**config.mk**
```make
export PLATFORM = sky130hd
export DESIGN_NAME = id_stage
export DESIGN_NICKNAME = d
export VERILOG_FILES = /design/src/rtl/id_stage.sv
export SDC_FILE = /design/constraint.sdc
export NUM_CORES = 1
export LEC_CHECK = 0
export CELL_PAD_IN_SITES_DETAIL_PLACEMENT = 1
export CELL_PAD_IN_SITES_GLOBAL_PLACEMENT = 2
export CORE_MARGIN = 2
export CORE_UTILIZATION = 31
export CTS_CLUSTER_DIAMETER = 200
export DETAILED_ROUTE_END_ITERATION = 12
export PLACE_DENSITY_LB_ADDON = 0.25
export SYNTH_ARGS = -nofsm -noshare
export SYNTH_HDL_FRONTEND = slang
export SYNTH_SLANG_ARGS = --single-unit
```
**constraint.sdc**
```tcl
create_clock -name clk -period 2.52 [get_ports clk]
set_input_delay 0.252 -clock clk [delete_from_list [all_inputs] [get_ports clk]]
set_output_delay 0.252 -clock clk [all_outputs]
set_load 0.03 [all_outputs]
```
**src/rtl/id_stage.sv**
```systemverilog
// Instruction decode stage: decodes one RV32I-subset instruction per accepted
// beat and buffers the decoded bundle in a 2-entry FIFO towards execute.
// Optional feature macro: ID_STAGE_RV32M_EN. When defined, mul/mulh/div/rem
// are decoded; otherwise those encodings are flagged illegal.
module id_stage #(
  parameter int unsigned XLEN    = 32,
  parameter int unsigned ALUOP_W = 5
) (
  input  logic               clk,
  input  logic               rst,
  input  logic               flush,
  input  logic               in_valid,
  output logic               in_ready,
  input  logic [31:0]        in_inst,
  input  logic [XLEN-1:0]    in_pc,
  output logic               out_valid,
  input  logic               out_ready,
  output logic               out_pcsel,
  output logic               out_alusrc1,
  output logic               out_alusrc2,
  output logic               out_regwe,
  output logic               out_memwe,
  output logic [1:0]         out_wbsel,
  output logic [ALUOP_W-1:0] out_aluop,
  output logic [XLEN-1:0]    out_imm,
  output logic [XLEN-1:0]    out_pc,
  output logic               out_illegal
);

  // illegal, pcsel, alusrc1, alusrc2, regwe, memwe, wbsel, aluop, imm, pc
  localparam int unsigned BundleW = 6 + 2 + ALUOP_W + 2 * XLEN;

  logic [6:0] w_op;
  logic [2:0] w_f3;
  logic [6:0] w_f7;

  assign w_op = in_inst[6:0];
  assign w_f3 = in_inst[14:12];
  assign w_f7 = in_inst[31:25];

  // Immediates are built at 32 bits, then sign-extended to XLEN by the casts.
  logic signed [31:0] w_imm_i32, w_imm_s32, w_imm_b32, w_imm_u32, w_imm_j32;

  assign w_imm_i32 = {{20{in_inst[31]}}, in_inst[31:20]};
  assign w_imm_s32 = {{20{in_inst[31]}}, in_inst[31:25], in_inst[11:7]};
  assign w_imm_b32 = {{19{in_inst[31]}}, in_inst[31], in_inst[7], in_inst[30:25],
                      in_inst[11:8], 1'b0};
  assign w_imm_u32 = {in_inst[31:12], 12'b0};
  assign w_imm_j32 = {{11{in_inst[31]}}, in_inst[31], in_inst[19:12], in_inst[20],
                      in_inst[30:21], 1'b0};

  logic               w_dec_illegal;
  logic               w_dec_pcsel;
  logic               w_dec_alusrc1;
  logic               w_dec_alusrc2;
  logic               w_dec_regwe;
  logic               w_dec_memwe;
  logic [1:0]         w_dec_wbsel;
  logic [ALUOP_W-1:0] w_dec_aluop;
  logic [XLEN-1:0]    w_dec_imm;

  // Combinational decode of the incoming instruction word.
  always_comb begin
    w_dec_illegal = 1'b0;
    w_dec_pcsel   = 1'b0;
    w_dec_alusrc1 = 1'b0;
    w_dec_alusrc2 = 1'b1;
    w_dec_regwe   = 1'b0;
    w_dec_memwe   = 1'b0;
    w_dec_wbsel   = 2'b00;
    w_dec_aluop   = '0;
    w_dec_imm     = '0;
    unique case (w_op)
      7'b0110111: begin // lui
        w_dec_aluop = ALUOP_W'(5'b10110);
        w_dec_imm   = XLEN'(w_imm_u32);
        w_dec_regwe = 1'b1;
      end
      7'b0010111: begin // auipc
        w_dec_aluop   = ALUOP_W'(5'b10111);
        w_dec_imm     = XLEN'(w_imm_u32);
        w_dec_alusrc1 = 1'b1;
        w_dec_regwe   = 1'b1;
      end
      7'b1101111: begin // jal
        w_dec_aluop   = ALUOP_W'(5'b10000);
        w_dec_imm     = XLEN'(w_imm_j32);
        w_dec_pcsel   = 1'b1;
        w_dec_alusrc1 = 1'b1;
        w_dec_regwe   = 1'b1;
        w_dec_wbsel   = 2'b10;
      end
      7'b1100111: begin // jalr
        w_dec_aluop   = ALUOP_W'(5'b10100);
        w_dec_imm     = XLEN'(w_imm_i32);
        w_dec_pcsel   = 1'b1;
        w_dec_regwe   = 1'b1;
        w_dec_wbsel   = 2'b10;
        w_dec_illegal = (w_f3 != 3'b000);
      end
      7'b1100011: begin // beq / bne / blt
        w_dec_imm     = XLEN'(w_imm_b32);
        w_dec_pcsel   = 1'b1;
        w_dec_alusrc1 = 1'b1;
        unique case (w_f3)
          3'b000:  w_dec_aluop = ALUOP_W'(5'b10001);
          3'b001:  w_dec_aluop = ALUOP_W'(5'b10010);
          3'b100:  w_dec_aluop = ALUOP_W'(5'b10011);
          default: w_dec_illegal = 1'b1;
        endcase
      end
      7'b0000011: begin // lw
        w_dec_aluop   = ALUOP_W'(5'b10100);
        w_dec_imm     = XLEN'(w_imm_i32);
        w_dec_regwe   = 1'b1;
        w_dec_wbsel   = 2'b01;
        w_dec_illegal = (w_f3 != 3'b010);
      end
      7'b0100011: begin // sw
        w_dec_aluop   = ALUOP_W'(5'b10101);
        w_dec_imm     = XLEN'(w_imm_s32);
        w_dec_memwe   = 1'b1;
        w_dec_illegal = (w_f3 != 3'b010);
      end
      7'b0010011: begin // addi
        w_dec_aluop   = ALUOP_W'(5'b01100);
        w_dec_imm     = XLEN'(w_imm_i32);
        w_dec_regwe   = 1'b1;
        w_dec_illegal = (w_f3 != 3'b000);
      end
      7'b0110011: begin // register-register ALU ops, imm stays 0
        w_dec_alusrc2 = 1'b0;
        w_dec_regwe   = 1'b1;
        unique case ({w_f7, w_f3})
          {7'b0000000, 3'b000}: w_dec_aluop = ALUOP_W'(5'b01101); // add
          {7'b0100000, 3'b000}: w_dec_aluop = ALUOP_W'(5'b01110); // sub
          {7'b0000000, 3'b001}: w_dec_aluop = ALUOP_W'(5'b01000); // sll
          {7'b0000000, 3'b101}: w_dec_aluop = ALUOP_W'(5'b01001); // srl
          {7'b0100000, 3'b101}: w_dec_aluop = ALUOP_W'(5'b01011); // sra
          {7'b0000000, 3'b100}: w_dec_aluop = ALUOP_W'(5'b00110); // xor
          {7'b0000000, 3'b110}: w_dec_aluop = ALUOP_W'(5'b00101); // or
          {7'b0000000, 3'b111}: w_dec_aluop = ALUOP_W'(5'b00100); // and
`ifdef ID_STAGE_RV32M_EN
          {7'b0000001, 3'b000}: w_dec_aluop = ALUOP_W'(5'b11000); // mul
          {7'b0000001, 3'b001}: w_dec_aluop = ALUOP_W'(5'b11001); // mulh
          {7'b0000001, 3'b100}: w_dec_aluop = ALUOP_W'(5'b11010); // div
          {7'b0000001, 3'b110}: w_dec_aluop = ALUOP_W'(5'b11011); // rem
`endif
          default: w_dec_illegal = 1'b1;
        endcase
      end
      default: w_dec_illegal = 1'b1;
    endcase
    // An illegal word must never write state or steer the PC downstream.
    if (w_dec_illegal) begin
      w_dec_pcsel   = 1'b0;
      w_dec_alusrc1 = 1'b0;
      w_dec_alusrc2 = 1'b0;
      w_dec_regwe   = 1'b0;
      w_dec_memwe   = 1'b0;
      w_dec_wbsel   = 2'b00;
      w_dec_aluop   = '0;
      w_dec_imm     = '0;
    end
  end

  logic [BundleW-1:0] w_dec_bundle;

  assign w_dec_bundle = {w_dec_illegal, w_dec_pcsel, w_dec_alusrc1, w_dec_alusrc2, w_dec_regwe,
                         w_dec_memwe, w_dec_wbsel, w_dec_aluop, w_dec_imm, in_pc};

  logic [BundleW-1:0] r_mem [2];
  logic               r_wr_ptr;
  logic               r_rd_ptr;
  logic [1:0]         r_count;
  logic               w_push;
  logic               w_pop;

  // Ready depends only on the occupancy register, never on out_ready.
  assign in_ready  = (r_count != 2'd2);
  assign out_valid = (r_count != 2'd0);
  assign w_push    = in_valid && in_ready;
  assign w_pop     = out_valid && out_ready;

  // FIFO storage, pointers and occupancy; flush empties and drops any input.
  always_ff @(posedge clk or negedge rst) begin
    if (!rst) begin
      r_mem[0] <= '0;
      r_mem[1] <= '0;
      r_wr_ptr <= 1'b0;
      r_rd_ptr <= 1'b0;
      r_count  <= 2'd0;
    end else if (flush) begin
      r_wr_ptr <= 1'b0;
      r_rd_ptr <= 1'b0;
      r_count  <= 2'd0;
    end else begin
      if (w_push) begin
        r_mem[r_wr_ptr] <= w_dec_bundle;
        r_wr_ptr        <= ~r_wr_ptr;
      end
      if (w_pop) begin
        r_rd_ptr <= ~r_rd_ptr;
      end
      if (w_push && !w_pop) begin
        r_count <= r_count + 2'd1;
      end else if (w_pop && !w_push) begin
        r_count <= r_count - 2'd1;
      end
    end
  end

  logic [BundleW-1:0] w_out_bundle;

  // Head entry is presented only while valid; otherwise every field reads 0.
  always_comb begin
    w_out_bundle = '0;
    if (out_valid) begin
      w_out_bundle = r_mem[r_rd_ptr];
    end
  end

  assign {out_illegal, out_pcsel, out_alusrc1, out_alusrc2, out_regwe, out_memwe, out_wbsel,
          out_aluop, out_imm, out_pc} = w_out_bundle;

endmodule

```
==> reports/summary.txt, run 1 <==
P&R area growth vs syn: 37.1%
biggest area consumer among synthesized cells: dfrtp_1
Hold WS: 0.377 ns
Final Hold Fails: 0
num rows: 58
Comb pwr share: 21.4%
EDFF count, synth: 0
largest net degree at the start of global routing: 60
CP required: 2.27 ns
die height: 163 um
setup ws final: 0.0832 ns
slew margin rel.: 57.1%
antenna violations before repair: 0
Net Sw Power: 0.00218 W
Mapped Cells: 905
type of origin of the critical path: flop
Syn Nets: 974
Pwr Density: 674 nW/um2
clk root buf: clkbuf_16
later-pin clock latency in the skew report: 0.42 ns
Synth Warn #: 0
Yosys reg bits: 158
Internal Pwr Total: 0.00508 W
Yosys cell types: 46
fin crit share: 96.7%
Seq pwr share: 43.1%
Clk network pwr share: 35.5%
final setup fails: 0
Arrival @ worst endpoint: 2.18 ns
Chip Width: 163 um
outcome: complete, no violations
I/O pin total: 148
sequential-to-total area share from yosys stat: 50.3%
Final Max Slew Viols: 0
post-place setup slack: -0.175 ns
Synth area leaders: dfrtp_1 50%, nand2_1 12%, mux2i_1 9.9%
fin crit period: 2.44 ns
clock slew at reported path FFs: 0.07 ns
TritonCTS buffer count: 17
leading cell type in the layout, fill and taps excluded: nand2_1
Synth top area share: 50.3%
First-pass DRT Iterations: 4
Overflow after GRT: 0
CTS tree: done
fin nets: 1,146
fraction of registers with async set/reset: 100%
Routed Antenna Nets: 0
Buffers on Ports: 147
setup TNS: 0 ns
WL final: 25,600 um
initial core utilization: 31.4%
Initial DRC Count: 304
Final Cell Area: 10,800 um2
H-tree depth: 4
average via count per standard cell: 4.96
Placed Area: 10,100 um2
critical path class: reg2out
fmax: 410 MHz
Clock Skew: 0.0110 ns
Max Fanout on Critical Path: 23
Final GP Congestion: 0.831
first-pass GRT wire length: 41,400 um
register-to-register setup slack: 0.40 ns
wire per inst: 18.1 um
Synth Cell Area: 7870 um2
layout cell share with drive strength beyond 1: 10.6%
P_leak: 4.83 nW
Max Buffers Root-to-Sink: 2
GR Util All Layers: 19.9%
core area: 25,000 um2
die area: 26,700 um2
syn avg cell area: 8.69 um2
Max VDD drop: 0.376 mV
CTS sink count: 158
worst hold path class: in2async
most frequent cells in the layout: 258 x nand2_1, 157 x dfrtp_1, 133 x clkdlybuf4s50_1
routed vias: 7,034
Post-route DRC: 0
maxcap violations: 0
DP HPWL: 17,700 um
Crit. End Element: output port
main flop type after synthesis: dfrtp_1
worst slew pin tran: 0.640 ns
vias in the first global route: 7,361
switching share of power: 30.1%
diode count: 0
RSZ-0062 raised after global routing: false
flip-flops by register name, summed over array words and instances, names as in the netlist:
name and cells:
r_rd_ptr 1, r_count 2, r_wr_ptr 1, r_mem 154
final cells by class:
cell class / count / area, um2
multi-input combinational: 676 / 3670
clock inverter: 12 / 139
tap: 330 / 413
sequential: 158 / 3960
timing repair buffer: 221 / 2150
fill: 2906 / 14300
inverter: 3 / 11.3
clock buffer: 19 / 443
power by group through the flow:
stage                     logic [W]  registers, W  clock network (W)
after global routing        0.00174       0.00318            0.00276
after detailed placement    0.00156       0.00319                  0
after floorplan            0.000923       0.00311                  0
after CTS                   0.00158       0.00314            0.00263
final                       0.00156       0.00313            0.00258
after global placement      0.00153       0.00317                  0
critical path, cell delays in order (launching register included):
cell and delay (ns):
dfrtp_4 0.56, buf_12 0.20, mux2i_1 0.14, nor2_1 0.16
clkdlybuf4s50_1 0.70
final timing paths:
check / cells past startpoint / startpoint / endpoint
max in group asynchronous: 3 / rst / r_mem[37]$_DFFE_PN0P_
max reg2reg: 6 / r_count[0]$_DFFE_PN0P_ / r_mem[49]$_DFFE_PN0P_
min: 2 / rst / r_mem[104]$_DFFE_PN0P_
min reg2reg: 2 / r_mem[97]$_DFFE_PN0P_ / r_mem[97]$_DFFE_PN0P_
max: 4 / r_rd_ptr$_DFFE_PN0P_ / out_memwe
min in group clk: 3 / in_pc[20] / r_mem[97]$_DFFE_PN0P_
synthesized netlist by cell type (all sizes together), types with 2 or more instances:
| library cell | n |
|---|---|
| nand3 | 15 |
| a32o | 7 |
| o41ai | 2 |
| nand4 | 2 |
| and4b | 2 |
| and3 | 2 |
| o31ai | 2 |
| nor3b | 4 |
| and3b | 4 |
| a211oi | 26 |
| buf | 17 |
| or3 | 4 |
| a21oi | 23 |
| a22o | 14 |
| o211ai | 3 |
| dfrtp | 158 |
| o21ai | 53 |
| or4 | 3 |
| and2 | 2 |
| mux2i | 78 |
| a21o | 2 |
| o21bai | 2 |
| nor2b | 7 |
| inv | 3 |
| a31oi | 3 |
| nand4b | 2 |
| nor2 | 128 |
| xor2 | 2 |
| nand2 | 258 |
| a22oi | 2 |
| and4 | 3 |
| nor3 | 7 |
| nand2b | 5 |
| clkbuf | 51 |
per-layer routing:
layer	global-route usage [%]	share of wire [%]	up-vias
met5	0	0	-
li1	-	-	3391
met4	3.86	0.73	0
met3	3.50	4.4	15
met2	32.7	48	146
met1	27.8	47	3482
per-stage QoR:
step / utilization [%] / power (W) / std cells
3_5_place_dp: 40.5 / 0.00475 / 1385
5_1_grt: 43.1 / 0.00768 / 1419
2_1_floorplan: - / 0.00404 / 905
4_1_cts: 42.9 / 0.00735 / 1419
6_report: 43.1 / 0.00727 / 1419
3_3_place_gp: 40.5 / 0.00471 / 1385
what timing repair did:
item | 4_1_cts | 5_1_grt
hold endpoints to repair | 57 | 0
gates cloned | 0 | 0
resized for setup | 3 | 14
hold buffers | 1 | 0
setup endpoints to repair | 34 | 13
setup buffers | 2 | 0
logic make-up after synthesis:
group | after synthesis | synth area share, %
flip-flops | 158 | 50.3
AND/OR/NAND/NOR | 453 | 24.1
XOR/XNOR | 3 | 0.334
multiplexers | 78 | 9.93
AO/OA/AOI/OAI | 142 | 12.0
buffers and inverters | 71 | 3.45
Note: power is estimated with default switching activity, not from simulation.
==> run 2, diff against run 1 <==
--- a/config.mk
+++ b/config.mk
@@ -12,6 +12,7 @@
 export CTS_CLUSTER_DIAMETER = 200
 export DETAILED_ROUTE_END_ITERATION = 12
 export PLACE_DENSITY_LB_ADDON = 0.25
+export REMOVE_ABC_BUFFERS = 1
 export SYNTH_ARGS = -nofsm -noshare
 export SYNTH_HDL_FRONTEND = slang
 export SYNTH_SLANG_ARGS = --single-unit
==> reports/summary.txt, run 2 (synthesized netlist as in run 1, its figures left out) <==
CP max-delay cell: clkdlybuf4s50_1
vias in the first global route: 7,226
worst slew pin tran: 0.564 ns
CP cell instances: buf_12 -> mux2i_1 -> nor2_1 -> clkdlybuf4s50_1
P&R area growth vs syn: 36.8%
Reg with most FFs: r_mem
switching share of power: 30.5%
DP HPWL: 16,900 um
Comb pwr share: 21.1%
Pwr Density: 681 nW/um2
TritonCTS buffer count: 17
Bufs and invs on worst path: 2
Buffers on Ports: 147
wire per inst: 17.3 um
CTS sink count: 158
most frequent cells in the layout: 258 x nand2_1, 157 x dfrtp_1, 144 x clkdlybuf4s50_1
type of origin of the critical path: flop
antenna violations before repair: 0
routed vias: 6,912
Internal Pwr Total: 0.00510 W
Final Max Slew Viols: 0
H-tree depth: 4
Overflow after GRT: 0
WL final: 24,400 um
initial core utilization: 31.4%
critical path class: reg2out
die area: 26,700 um2
Final Util: 43.0%
Clk network pwr share: 36.2%
Net Sw Power: 0.00223 W
clk root buf: clkbuf_16
leading cell type in the layout, fill and taps excluded: nand2_1
worst hold path class: in2async
average via count per standard cell: 4.90
GR Util All Layers: 19.2%
Max VDD drop: 0.378 mV
Crit. End Element: output port
Post-route DRC: 0
maxcap violations: 0
Initial DRC Count: 297
core area: 25,000 um2
Clock Skew: 0.0113 ns
worst r2r src: r_count[0]$_DFFE_PN0P_
CTS tree: done
slew margin rel.: 62.4%
Max Fanout on Critical Path: 28
Seq pwr share: 42.7%
CP top delay family: buffers and inverters
fmax: 411 MHz
First-pass DRT Iterations: 4
Top Registers: r_mem (154), r_count (2)
Final Hold Fails: 0
max FFs per register: 154
Max Buffers Root-to-Sink: 2
Fillers: 2,906
clock slew at reported path FFs: 0.07 ns
num rows: 58
largest net degree at the start of global routing: 54
I/O pin total: 148
Final GP Congestion: 0.829
RSZ-0062 raised after global routing: false
fin crit period: 2.43 ns
fin nets: 1,138
later-pin clock latency in the skew report: 0.43 ns
final setup fails: 0
Arrival @ worst endpoint: 2.18 ns
Chip Width: 163 um
Routed Antenna Nets: 0
CP required: 2.27 ns
fin crit share: 96.6%
diode count: 0
first-pass GRT wire length: 39,900 um
P_leak: 4.66 nW
outcome: complete, no violations
layout cell share with drive strength beyond 1: 9.89%
setup TNS: 0 ns
Crit path largest cell delay: 0.70 ns
die height: 163 um
Critical Path Start: r_rd_ptr$_DFFE_PN0P_
==> run 2: cell types whose count changed in the layout (fill, tap and decap cells not counted), sizes merged <==
cell and change:
dlymetal6s2s -10, clkbuf -2, clkinvlp -6, clkdlybuf4s50 +11, dlygate4sd2 -1, buf -8
clkinv +1, inv +8
==> run 2: worst paths after layout <==
kind	slack [ns]	cells after the start	to
min reg2reg	0.47	2	r_mem[93]$_DFFE_PN0P_
min in group clk	0.38	3	r_mem[99]$_DFFE_PN0P_
max	0.09	4	out_pc[7]
max reg2reg	0.45	5	r_mem[151]$_DFFE_PN0P_
min	0.36	2	r_mem[20]$_DFFE_PN0P_
max in group asynchronous	1.42	3	r_mem[92]$_DFFE_PN0P_
==> run 2: through the flow <==
step	instance area (um2)	hold WS [ns]	std cells	worst slack [ns]	total power, W
after global routing	10800	0.368	1412	0.00177	0.00775
after CTS	10800	0.361	1412	0.0375	0.00745
after detailed placement	10100	0.259	1378	-0.132	0.00475
after floorplan	7600	-0.0436	837	-2.91	0.00402
after global placement	10100	0.261	1378	-0.103	0.00471
final	10800	0.364	1412	0.0855	0.00733
==> run 2: layout make-up <==
class | count | area (um2) | share of cell area, %
multi-input combinational | 676 | 3660 | 34.0
clock buffer | 17 | 425 | 3.95
tap | 330 | 413 | 3.84
timing repair buffer | 213 | 2130 | 19.8
inverter | 3 | 11.3 | 0.105
sequential | 158 | 3960 | 36.8
clock inverter | 15 | 170 | 1.58
==> run 2: metal layers <==
layer / global-route usage, % / wire [um] / vias to the layer above
met5: 0 / 0 / -
met4: 4.34 / 276 / 0
met3: 2.87 / 789 / 16
met2: 31.8 / 11600 / 116
met1: 26.7 / 11700 / 3403
li1: - / - / 3377
==> run 2: repair_timing <==
item	in CTS	in global routing
setup buffers	1	0
gates resized for setup	0	2
endpoints found under the hold margin	50	0
hold buffers	1	0
setup endpoints to repair	41	2
cloned	0	0
==> run 2: power groups by stage <==
stage / combinational [W] / clock (W) / sequential (W)
floorplan: 0.000864 / 0 / 0.00316
global placement: 0.00154 / 0 / 0.00317
detailed placement: 0.00156 / 0 / 0.00319
CTS: 0.00158 / 0.00274 / 0.00313
global route: 0.00173 / 0.00284 / 0.00318
finish: 0.00155 / 0.00266 / 0.00313
==> run 3, diff against run 2 <==
--- a/config.mk
+++ b/config.mk
@@ -11,6 +11,7 @@
 export CORE_UTILIZATION = 31
 export CTS_CLUSTER_DIAMETER = 200
 export DETAILED_ROUTE_END_ITERATION = 12
+export HOLD_SLACK_MARGIN = 0.02
 export PLACE_DENSITY_LB_ADDON = 0.25
 export REMOVE_ABC_BUFFERS = 1
 export SYNTH_ARGS = -nofsm -noshare
==> results of run 3 <==
Same layout as run 2: the final DEF is identical, and so are final timing and power.
